`src/rtl/accum_pkg.sv`:
```
// Shared encodings for the block accumulator: accumulate modes and FSM states.
package accum_pkg;

  typedef enum logic [1:0] {
    MODE_WRAP_ADD = 2'b00,
    MODE_SAT_ADD  = 2'b01,
    MODE_WRAP_SUB = 2'b10,
    MODE_SAT_SUB  = 2'b11
  } mode_e;

  typedef enum logic [1:0] {
    IDLE = 2'b00,
    RUN  = 2'b01,
    HOLD = 2'b10
  } state_e;

endpackage

```
`src/rtl/param_adder.sv`:
```
// WIDTH-bit unsigned adder with carry out; purely combinational.
module param_adder #(
  parameter int WIDTH = 4
) (
  input  logic [WIDTH-1:0] a,
  input  logic [WIDTH-1:0] b,
  output logic [WIDTH-1:0] sum,
  output logic             carry_out
);

  assign {carry_out, sum} = {1'b0, a} + {1'b0, b};

endmodule

```
`src/rtl/param_accumulator.sv`:
```
// Block accumulator: folds each accepted (a+b) into a wide accumulator with
// wrap/saturating add/sub, counts beats to a latched block length, then holds
// the result on a valid/ready output until the consumer takes it.
module param_accumulator #(
  parameter int WIDTH = 4,
  parameter int ACC_W = 8,
  parameter int CNT_W = 4
) (
  input  logic             clk,
  input  logic             reset_n,
  input  logic             clear,
  input  logic [CNT_W-1:0] block_len,
  input  logic [1:0]       mode,
  input  logic             in_valid,
  output logic             in_ready,
  input  logic [WIDTH-1:0] a,
  input  logic [WIDTH-1:0] b,
  output logic [WIDTH-1:0] sum,
  output logic             carry_out,
  output logic [ACC_W-1:0] acc,
  output logic [CNT_W-1:0] count,
  output logic             out_valid,
  input  logic             out_ready,
  output logic             ovf
);

  import accum_pkg::*;

  // The pair sum must fit in the accumulator including its carry bit.
  if (ACC_W < WIDTH + 1) begin : g_bad_acc_w
    $error("param_accumulator: ACC_W must be >= WIDTH+1");
  end

  state_e           state_q, state_d;
  logic [ACC_W-1:0] acc_q, acc_d;
  logic [CNT_W-1:0] cnt_q, cnt_d;
  logic             ovf_q, ovf_d;
  logic [WIDTH-1:0] sum_q, sum_d;
  logic             co_q, co_d;
  logic [CNT_W-1:0] len_q, len_d;
  mode_e            mode_q, mode_d;

  logic [WIDTH-1:0] add_sum;
  logic             add_co;
  logic [ACC_W-1:0] ps_ext;
  logic [ACC_W:0]   add_ext, sub_ext;
  logic [ACC_W-1:0] upd_acc;
  logic             upd_ovf;
  logic [CNT_W-1:0] eff_len, cnt_inc;
  mode_e            cur_mode;
  logic             accept;

  param_adder #(.WIDTH(WIDTH)) u_adder (
    .a         (a),
    .b         (b),
    .sum       (add_sum),
    .carry_out (add_co)
  );

  assign ps_ext   = ACC_W'({add_co, add_sum});
  assign add_ext  = {1'b0, acc_q} + {1'b0, ps_ext};
  assign sub_ext  = {1'b0, acc_q} - {1'b0, ps_ext};
  assign eff_len  = (block_len == '0) ? CNT_W'(1) : block_len;
  assign cnt_inc  = cnt_q + CNT_W'(1);
  // Length/mode come straight from the inputs on the first beat, latched after.
  assign cur_mode = (state_q == IDLE) ? mode_e'(mode) : mode_q;
  assign accept   = in_valid && in_ready;

  // Accumulate step for the current mode; MSB of the extended result is carry/borrow.
  always_comb begin
    upd_acc = add_ext[ACC_W-1:0];
    upd_ovf = add_ext[ACC_W];
    case (cur_mode)
      MODE_WRAP_ADD: begin
        upd_acc = add_ext[ACC_W-1:0];
        upd_ovf = add_ext[ACC_W];
      end
      MODE_SAT_ADD: begin
        upd_ovf = add_ext[ACC_W];
        upd_acc = add_ext[ACC_W] ? '1 : add_ext[ACC_W-1:0];
      end
      MODE_WRAP_SUB: begin
        upd_acc = sub_ext[ACC_W-1:0];
        upd_ovf = sub_ext[ACC_W];
      end
      MODE_SAT_SUB: begin
        upd_ovf = sub_ext[ACC_W];
        upd_acc = sub_ext[ACC_W] ? '0 : sub_ext[ACC_W-1:0];
      end
      default: ;
    endcase
  end

  // State register.
  always_ff @(posedge clk or negedge reset_n) begin
    if (!reset_n) state_q <= IDLE;
    else          state_q <= state_d;
  end

  // Next-state logic; clear overrides everything and HOLD exits only on out_ready.
  always_comb begin
    state_d = state_q;
    if (clear) begin
      state_d = IDLE;
    end else begin
      case (state_q)
        IDLE:    if (accept) state_d = (eff_len == CNT_W'(1)) ? HOLD : RUN;
        RUN:     if (accept && (cnt_inc == len_q)) state_d = HOLD;
        HOLD:    if (out_ready) state_d = IDLE;
        default: state_d = IDLE;
      endcase
    end
  end

  // Handshake outputs; in_ready is masked by clear so a cleared cycle takes no beat.
  always_comb begin
    in_ready  = (state_q != HOLD) && !clear;
    out_valid = (state_q == HOLD);
  end

  // Datapath next values: accumulate on beats, freeze in HOLD, zero on exit or clear.
  always_comb begin
    acc_d  = acc_q;
    cnt_d  = cnt_q;
    ovf_d  = ovf_q;
    len_d  = len_q;
    mode_d = mode_q;
    sum_d  = sum_q;
    co_d   = co_q;
    if (accept) begin
      sum_d = add_sum;
      co_d  = add_co;
    end
    if (clear) begin
      acc_d = '0;
      cnt_d = '0;
      ovf_d = 1'b0;
    end else begin
      case (state_q)
        IDLE: if (accept) begin
          acc_d  = upd_acc;
          ovf_d  = upd_ovf;
          cnt_d  = CNT_W'(1);
          len_d  = eff_len;
          mode_d = mode_e'(mode);
        end
        RUN: if (accept) begin
          acc_d = upd_acc;
          ovf_d = ovf_q | upd_ovf;
          cnt_d = cnt_inc;
        end
        HOLD: if (out_ready) begin
          acc_d = '0;
          cnt_d = '0;
          ovf_d = 1'b0;
        end
        default: ;
      endcase
    end
  end

  // Datapath registers.
  always_ff @(posedge clk or negedge reset_n) begin
    if (!reset_n) begin
      acc_q  <= '0;
      cnt_q  <= '0;
      ovf_q  <= 1'b0;
      len_q  <= CNT_W'(1);
      mode_q <= MODE_WRAP_ADD;
      sum_q  <= '0;
      co_q   <= 1'b0;
    end else begin
      acc_q  <= acc_d;
      cnt_q  <= cnt_d;
      ovf_q  <= ovf_d;
      len_q  <= len_d;
      mode_q <= mode_d;
      sum_q  <= sum_d;
      co_q   <= co_d;
    end
  end

  assign acc       = acc_q;
  assign count     = cnt_q;
  assign ovf       = ovf_q;
  assign sum       = sum_q;
  assign carry_out = co_q;

endmodule

```
`config.mk`:
```
export PLATFORM = sky130hd
export DESIGN_NAME = param_accumulator
export DESIGN_NICKNAME = d
export VERILOG_FILES = /design/src/rtl/accum_pkg.sv /design/src/rtl/param_adder.sv /design/src/rtl/param_accumulator.sv
export SDC_FILE = /design/constraint.sdc
export NUM_CORES = 1
export LEC_CHECK = 0
export CORE_MARGIN = 1.5
export CORE_UTILIZATION = 45
export DETAILED_ROUTE_END_ITERATION = 7
export GPL_ROUTABILITY_DRIVEN = 0
export PLACE_DENSITY = 0.69
export SLEW_MARGIN = 20
export SYNTH_ARGS = -nofsm -noshare
export SYNTH_HDL_FRONTEND = slang
export SYNTH_HIERARCHICAL = 1
export SYNTH_SLANG_ARGS = --single-unit
```
`constraint.sdc`:
```
create_clock -name clk -period 2.8 [get_ports clk]
set_input_delay 0.56 -clock clk [delete_from_list [all_inputs] [get_ports clk]]
set_output_delay 0.56 -clock clk [all_outputs]
set_load 0.02 [all_outputs]
```
# Word level (Yosys, flattened, before mapping)
# Cells that the tools add are included.
# totals
mem_bits_rw	0
elab_cells	69
rom_bits	0
latch_bits	0
inputBits	19
regBits	26
out_inout_bits	20
memories	0
# classes
muxes	26
order_cmp	0
eq_ne	13
add_sub_neg	4
reduce_logical	16
shifts	0
n_bitwise	2
n_div	0
mul	0
# ops
cell	count
8-bit two-way mux	5
8-bit case mux with 4 select lines	1
4-bit two-way mux	5
8-bit case mux with 2 select lines	1
2-bit two-way mux	6
4-bit case mux with 3 select lines	1
8-bit by 5-bit adder with 9-bit output	1
3-bit != test, second input constant	3
3-bit AND reduction	3
8-bit by 5-bit subtractor with 9-bit output	1
2-bit == test, second input constant	3
2-bit case mux with 3 select lines	1
2-bit OR reduction	3
4-bit by 4-bit adder with 5-bit output	1
4-bit by 1-bit adder with 4-bit output, second input constant	1
2-bit by 1-bit == test with 1-bit output, second input constant	2
4-bit by 1-bit == test with 1-bit output, second input constant	1
4-bit == test	1
2-bit logical NOT	2
4-bit logical NOT	1
1-bit two-way mux	4
4-bit AND reduction	1
4-bit nonzero test	1
1-bit logical AND	3
9 further kinds	9

# Depth between registers and ports, before layout
# logic_depth
depth_word	9
mapped_depth	13
depth_no_buf	13

# Modules after synthesis
# The synthesis kept the hierarchy.
# by_module_without_submodules
mod	area_per_inst_um2	cells_per_inst	n_inst
param_accumulator	2254.7	237	1
param_adder	136.4	16	1

# Worst setup path after synthesis
# Ideal clock, no wire load.
# synth_timing
path_type	input -> register
start	in a[0]
end	reg acc_q[5], in the netlist acc[5]
required_time_ns	2.674
arrival_ns	2.827
setup_time_ns	0.126
path_stages	12
path_buffers	1
path_slack_ns	-0.152
cell_sequence	ha_1 -> inv_1 -> fa_1 -> xnor2_1 -> inv_1 -> ha_1 -> buf_2 -> nor2b_4 -> o31ai_4 -> a21oi_1 -> a21boi_1 -> o311a_1
# synth_between
elab_chain_len	7
elab_cells_between_ends	9
# synth_rtl
item	line	source
start: declaration	param_accumulator.sv:16	input logic [WIDTH-1:0] a,
4-bit by 4-bit adder with 5-bit output *	param_adder.sv:11	assign {carry_out, sum} = {1'b0, a} + {1'b0, b};
net add_sum[2]	param_accumulator.sv:43	logic [WIDTH-1:0] add_sum;
8-bit by 5-bit subtractor with 9-bit output or 8-bit by 5-bit adder with 9-bit output (tied branches)	param_accumulator.sv:62, param_accumulator.sv:61	
8-bit two-way mux, on equally long branches	param_accumulator.sv:88, param_accumulator.sv:80	
8-bit case mux with 4 select lines *	param_accumulator.sv:73	case (cur_mode)
8-bit two-way mux *	param_accumulator.sv:140, param_accumulator.sv:147	
8-bit case mux with 2 select lines *	param_accumulator.sv:139	case (state_q)
8-bit two-way mux *	param_accumulator.sv:134	if (clear) begin
end signal: assignment	param_accumulator.sv:165	acc_q <= '0;
end signal: assignment	param_accumulator.sv:173	acc_q <= acc_d;
end: declaration	param_accumulator.sv:35	logic [ACC_W-1:0] acc_q, acc_d;
# The timed path passes the listed nets; every way through them passes the cells marked *. The select of a mux whose other input is x is not followed.
# A chain may end at the register's enable or synchronous reset.

# Final worst setup path
# layout_timing
start	in b[0]
end	reg ovf_q, in the netlist ovf
# layout_between
elab_chain_len	7
elab_cells_between_ends	9
# layout_rtl
item	line	source
start: declaration	param_accumulator.sv:17	input logic [WIDTH-1:0] b,
4-bit by 4-bit adder with 5-bit output *	param_adder.sv:11	
net add_co	param_accumulator.sv:44	logic add_co;
8-bit by 5-bit subtractor with 9-bit output or 8-bit by 5-bit adder with 9-bit output (tied branches)	param_accumulator.sv:62, param_accumulator.sv:61	
1-bit case mux with 2 select lines *	param_accumulator.sv:73	
1-bit OR	param_accumulator.sv:149	ovf_d = ovf_q | upd_ovf;
1-bit two-way mux	param_accumulator.sv:147	RUN: if (accept) begin
1-bit case mux with 3 select lines *	param_accumulator.sv:139	
1-bit two-way mux *	param_accumulator.sv:134	
end signal: assignment	param_accumulator.sv:175	ovf_q <= ovf_d;
end: declaration	param_accumulator.sv:37	logic ovf_q, ovf_d;
# Marks and branches as above.

==> results.sh <==
export IMPL_tritoncts="built"
export IMPL_io_pins=39
export IMPL_finalCritPeriodShare_pct=102
export IMPL_ff2ff_path_depth=7
export IMPL_finalPower_mw=3.59
export IMPL_power_density_nw_per_um2=1020
export IMPL_worstPathMaxFanout=3
export IMPL_via_count=2280
export IMPL_die_h_um=75.9
export IMPL_cts_buffers=3
export IMPL_grt_total_usage_pct=24.6
export IMPL_fill_cells=396
export IMPL_ir_drop_mv=0.546
export IMPL_gr_total_overflow=0
export IMPL_syn_inst=253
export IMPL_yosys_top_cells_area="dfrtp_1, ha_1, mux2_2, a21oi_1, o21ai_0"
export IMPL_portBuffers=38
export IMPL_cp_end_kind="flop"
export IMPL_fmax_mhz=351
export IMPL_vias_per_cell=5.62
export IMPL_routedWlPerCell_um=16.8
export IMPL_grt_max_degree=27
export IMPL_htree_levels=1
export IMPL_grt_pass1_vias=2165
export IMPL_drt_pass1_iterations=4
export IMPL_clock_path_buffers=2
export IMPL_grt_pass1_wl_um=10500
export IMPL_n_antenna_cell=0
export IMPL_hold_path_class="flop to flop"
export IMPL_switching_share_pct=44.7
export IMPL_core_area_sq_um=5110
export IMPL_synth_top_area_share_pct=26.2
export IMPL_outcome="finished with violations"
export IMPL_yosysMostFrequentCell="dfrtp_1"
export IMPL_post_route_util_pct=69.0
export IMPL_skew_ps=4.47
export IMPL_worstPathRequired_ps=3010
export IMPL_place_area_sq_um=3080
export IMPL_setup_ws_ps=-47.4
export IMPL_p_seq_share_pct=20.0
export IMPL_worst_setup_path_start_kind="input pin"
export IMPL_yosysTopAreaCell="dfrtp_1"
export IMPL_drive_above_1_share_pct=40.8
export IMPL_critPathMaxStageDelay_ps=390
export IMPL_cts_sinks=26
export IMPL_syn_avg_cell_area_sq_um=9.45
export IMPL_hpwlAfterDp_um=4680
export IMPL_synth_cell_types=75
export IMPL_antenna_found_initial=0
export IMPL_critPathSlowestCell="fa_2"
export IMPL_drc=0
export IMPL_worst_slew_pin_slew_ps=545
export IMPL_cp_arrival_ps=3060
export IMPL_design_area_sq_um=3520
export IMPL_ys_flop_type="dfrtp_1"
export IMPL_ys_ff_latch=26
export IMPL_syn_nets=293
export IMPL_die_area_sq_um=5760
export IMPL_hold_buffers=0
export IMPL_intPower_mw=1.98
export IMPL_holdPathStages=2
export IMPL_postSynth_asyncResetShare_pct=100
export IMPL_antenna_left=0
export IMPL_p_clk_share_pct=8.9
export IMPL_synth_edf_count=0
export IMPL_ys_warn_count=6
export IMPL_rsz0062_at_grt="yes"
export IMPL_pwr_share_comb_pct=71.1
export IMPL_path_clk_slew_ps=90
export IMPL_fin_setup_tns_ps=-109
export IMPL_placementRows=26
export IMPL_finalHoldViolations=0
export IMPL_setup_viol=3
export IMPL_synthTopCellsByCount="dfrtp_1, inv_1, nand2_1"
export IMPL_area_growth_pct=47.3
export IMPL_cts_root_buf="clkbuf_8"
export IMPL_clk_latency_ps=280
export IMPL_start_util_pct=46.8
export IMPL_detail_route_iter0_violations=222
export IMPL_routed_wl_um=6810
export IMPL_layout_min_cycle_time_ps=2850
export IMPL_p_switching_mw=1.61
export IMPL_maxCapViolations=0
export IMPL_worstPathCellList="buf_6, ha_4, inv_2, fa_2, nor2b_4, o21ai_2, nand2b_1, inv_2, ha_4, or3_4, or3_4, o21ba_4, buf_6, o211ai_1, nand4_1"
export IMPL_worstSetupPathType="input pin to flop"
export IMPL_ys_seq_area_share_pct=27.3
export IMPL_failed_checks="negative setup slack"
export IMPL_fin_nets=377
export IMPL_syn_area_sq_um=2390
export IMPL_p_leak_nw=1.47
export IMPL_slew_headroom_pct=63.0
export IMPL_drv_slew=0
export IMPL_fp_dieW_um=75.9
## worst paths after layout
check	start	endpoint	slack (ps)
max in group asynchronous	reset_n	len_q[0]$_DFFE_PN1P_	1850
min in group asynchronous	reset_n	acc[6]$_DFFE_PN0P_	640
setup reg to reg	acc[0]$_DFFE_PN0P_	acc[5]$_DFFE_PN0P_	370
hold / removal	sum[1]$_DFFE_PN0P_	sum[1]$_DFFE_PN0P_	490
hold reg to reg	sum[1]$_DFFE_PN0P_	sum[1]$_DFFE_PN0P_	490
setup / recovery	b[0]	ovf$_DFFE_PN0P_	-50
## metrics by stage
step	std cells	hold WS, ps	setup slack, ps
5_1_grt	406	528	-89.1
2_1_floorplan	253	264	-91.1
6_report	406	493	-47.4
3_3_place_gp	386	467	-787
4_1_cts	404	499	12.7
3_5_place_dp	386	476	-819
## layer usage
metal	wire length [um]	GRT usage (%)	share of wire (%)
met4	144	10.1	2.1
met3	382	4.37	5.6
met1	2880	31.1	42
met5	0	0	0
met2	3400	41.4	50
## repair_timing
item	in CTS	in global routing
setup endpoints to repair	9	9
gates resized for setup	60	25
buffers inserted	14	3
endpoints found under the hold margin	0	0
pin swaps	26	25
## logic make-up after synthesis
| family | count (synthesis) | share of synthesized area, % |
|---|---|---|
| flip-flops | 26 | 27.3 |
| buffers and inverters | 30 | 6.38 |
| adder cells (fa/ha/maj) | 21 | 11.9 |
| XOR/XNOR | 9 | 3.30 |
| multiplexers | 13 | 6.59 |
| AND/OR/NAND/NOR | 74 | 18.6 |
| AO/OA/AOI/OAI | 80 | 26.0 |
## cell usage in the layout, fill, tap and decap left out, drive strengths merged, types with 4 or more instances in the layout
| cell | netlist | layout |
|---|---|---|
| o21ai | 22 | 22 |
| inv | 21 | 21 |
| nor2b | 6 | 6 |
| ha | 18 | 18 |
| clkbuf | 1 | 5 |
| nand2 | 23 | 23 |
| dfrtp | 25 | 25 |
| xnor2 | 7 | 7 |
| nor2 | 8 | 8 |
| nand4 | 4 | 4 |
| o31ai | 6 | 6 |
| mux2i | 4 | 4 |
| a21o | 5 | 5 |
| nor3 | 4 | 4 |
| a21oi | 17 | 17 |
| buf | 7 | 53 |
| nand3 | 7 | 7 |
| a211oi | 5 | 5 |
| mux2 | 9 | 9 |
| clkdlybuf4s50 | 0 | 30 |
## state kept, by name, indices dropped and copies added, names as in the netlist
| register | count |
|---|---|
| acc | 8 |
| mode_q | 2 |
| state_q | 2 |
| ovf | 1 |
| len_q | 4 |
| count | 4 |
| sum | 4 |
| carry_out | 1 |
## worst max-delay path: cells and delay by family
kind                     cells  cell delay, ps
AND/OR/NAND/NOR              5            1110
buffers and inverters        4             290
AO/OA/AOI/OAI                3             410
adder cells (fa/ha/maj)      3             680
## layout make-up
cell class	count	area (sq um)	area share (%)
multi-input combinational	197	1860	52.8
timing repair buffer	87	753	21.4
sequential	26	652	18.5
inverter	22	97.6	2.77
tap	70	87.6	2.49
clock buffer	3	41.3	1.17
clock inverter	1	30.0	0.853
## power by group through the flow
stage | Combinational [mW] | Clock, mW | Sequential (mW)
after floorplan | 1.35 | 0 | 0.762
after global placement | 2.07 | 0 | 0.699
after detailed placement | 2.09 | 0 | 0.701
after CTS | 2.35 | 0.327 | 0.708
after global routing | 2.74 | 0.341 | 0.743
final | 2.55 | 0.319 | 0.719
Power figures use the tool's default switching activity.
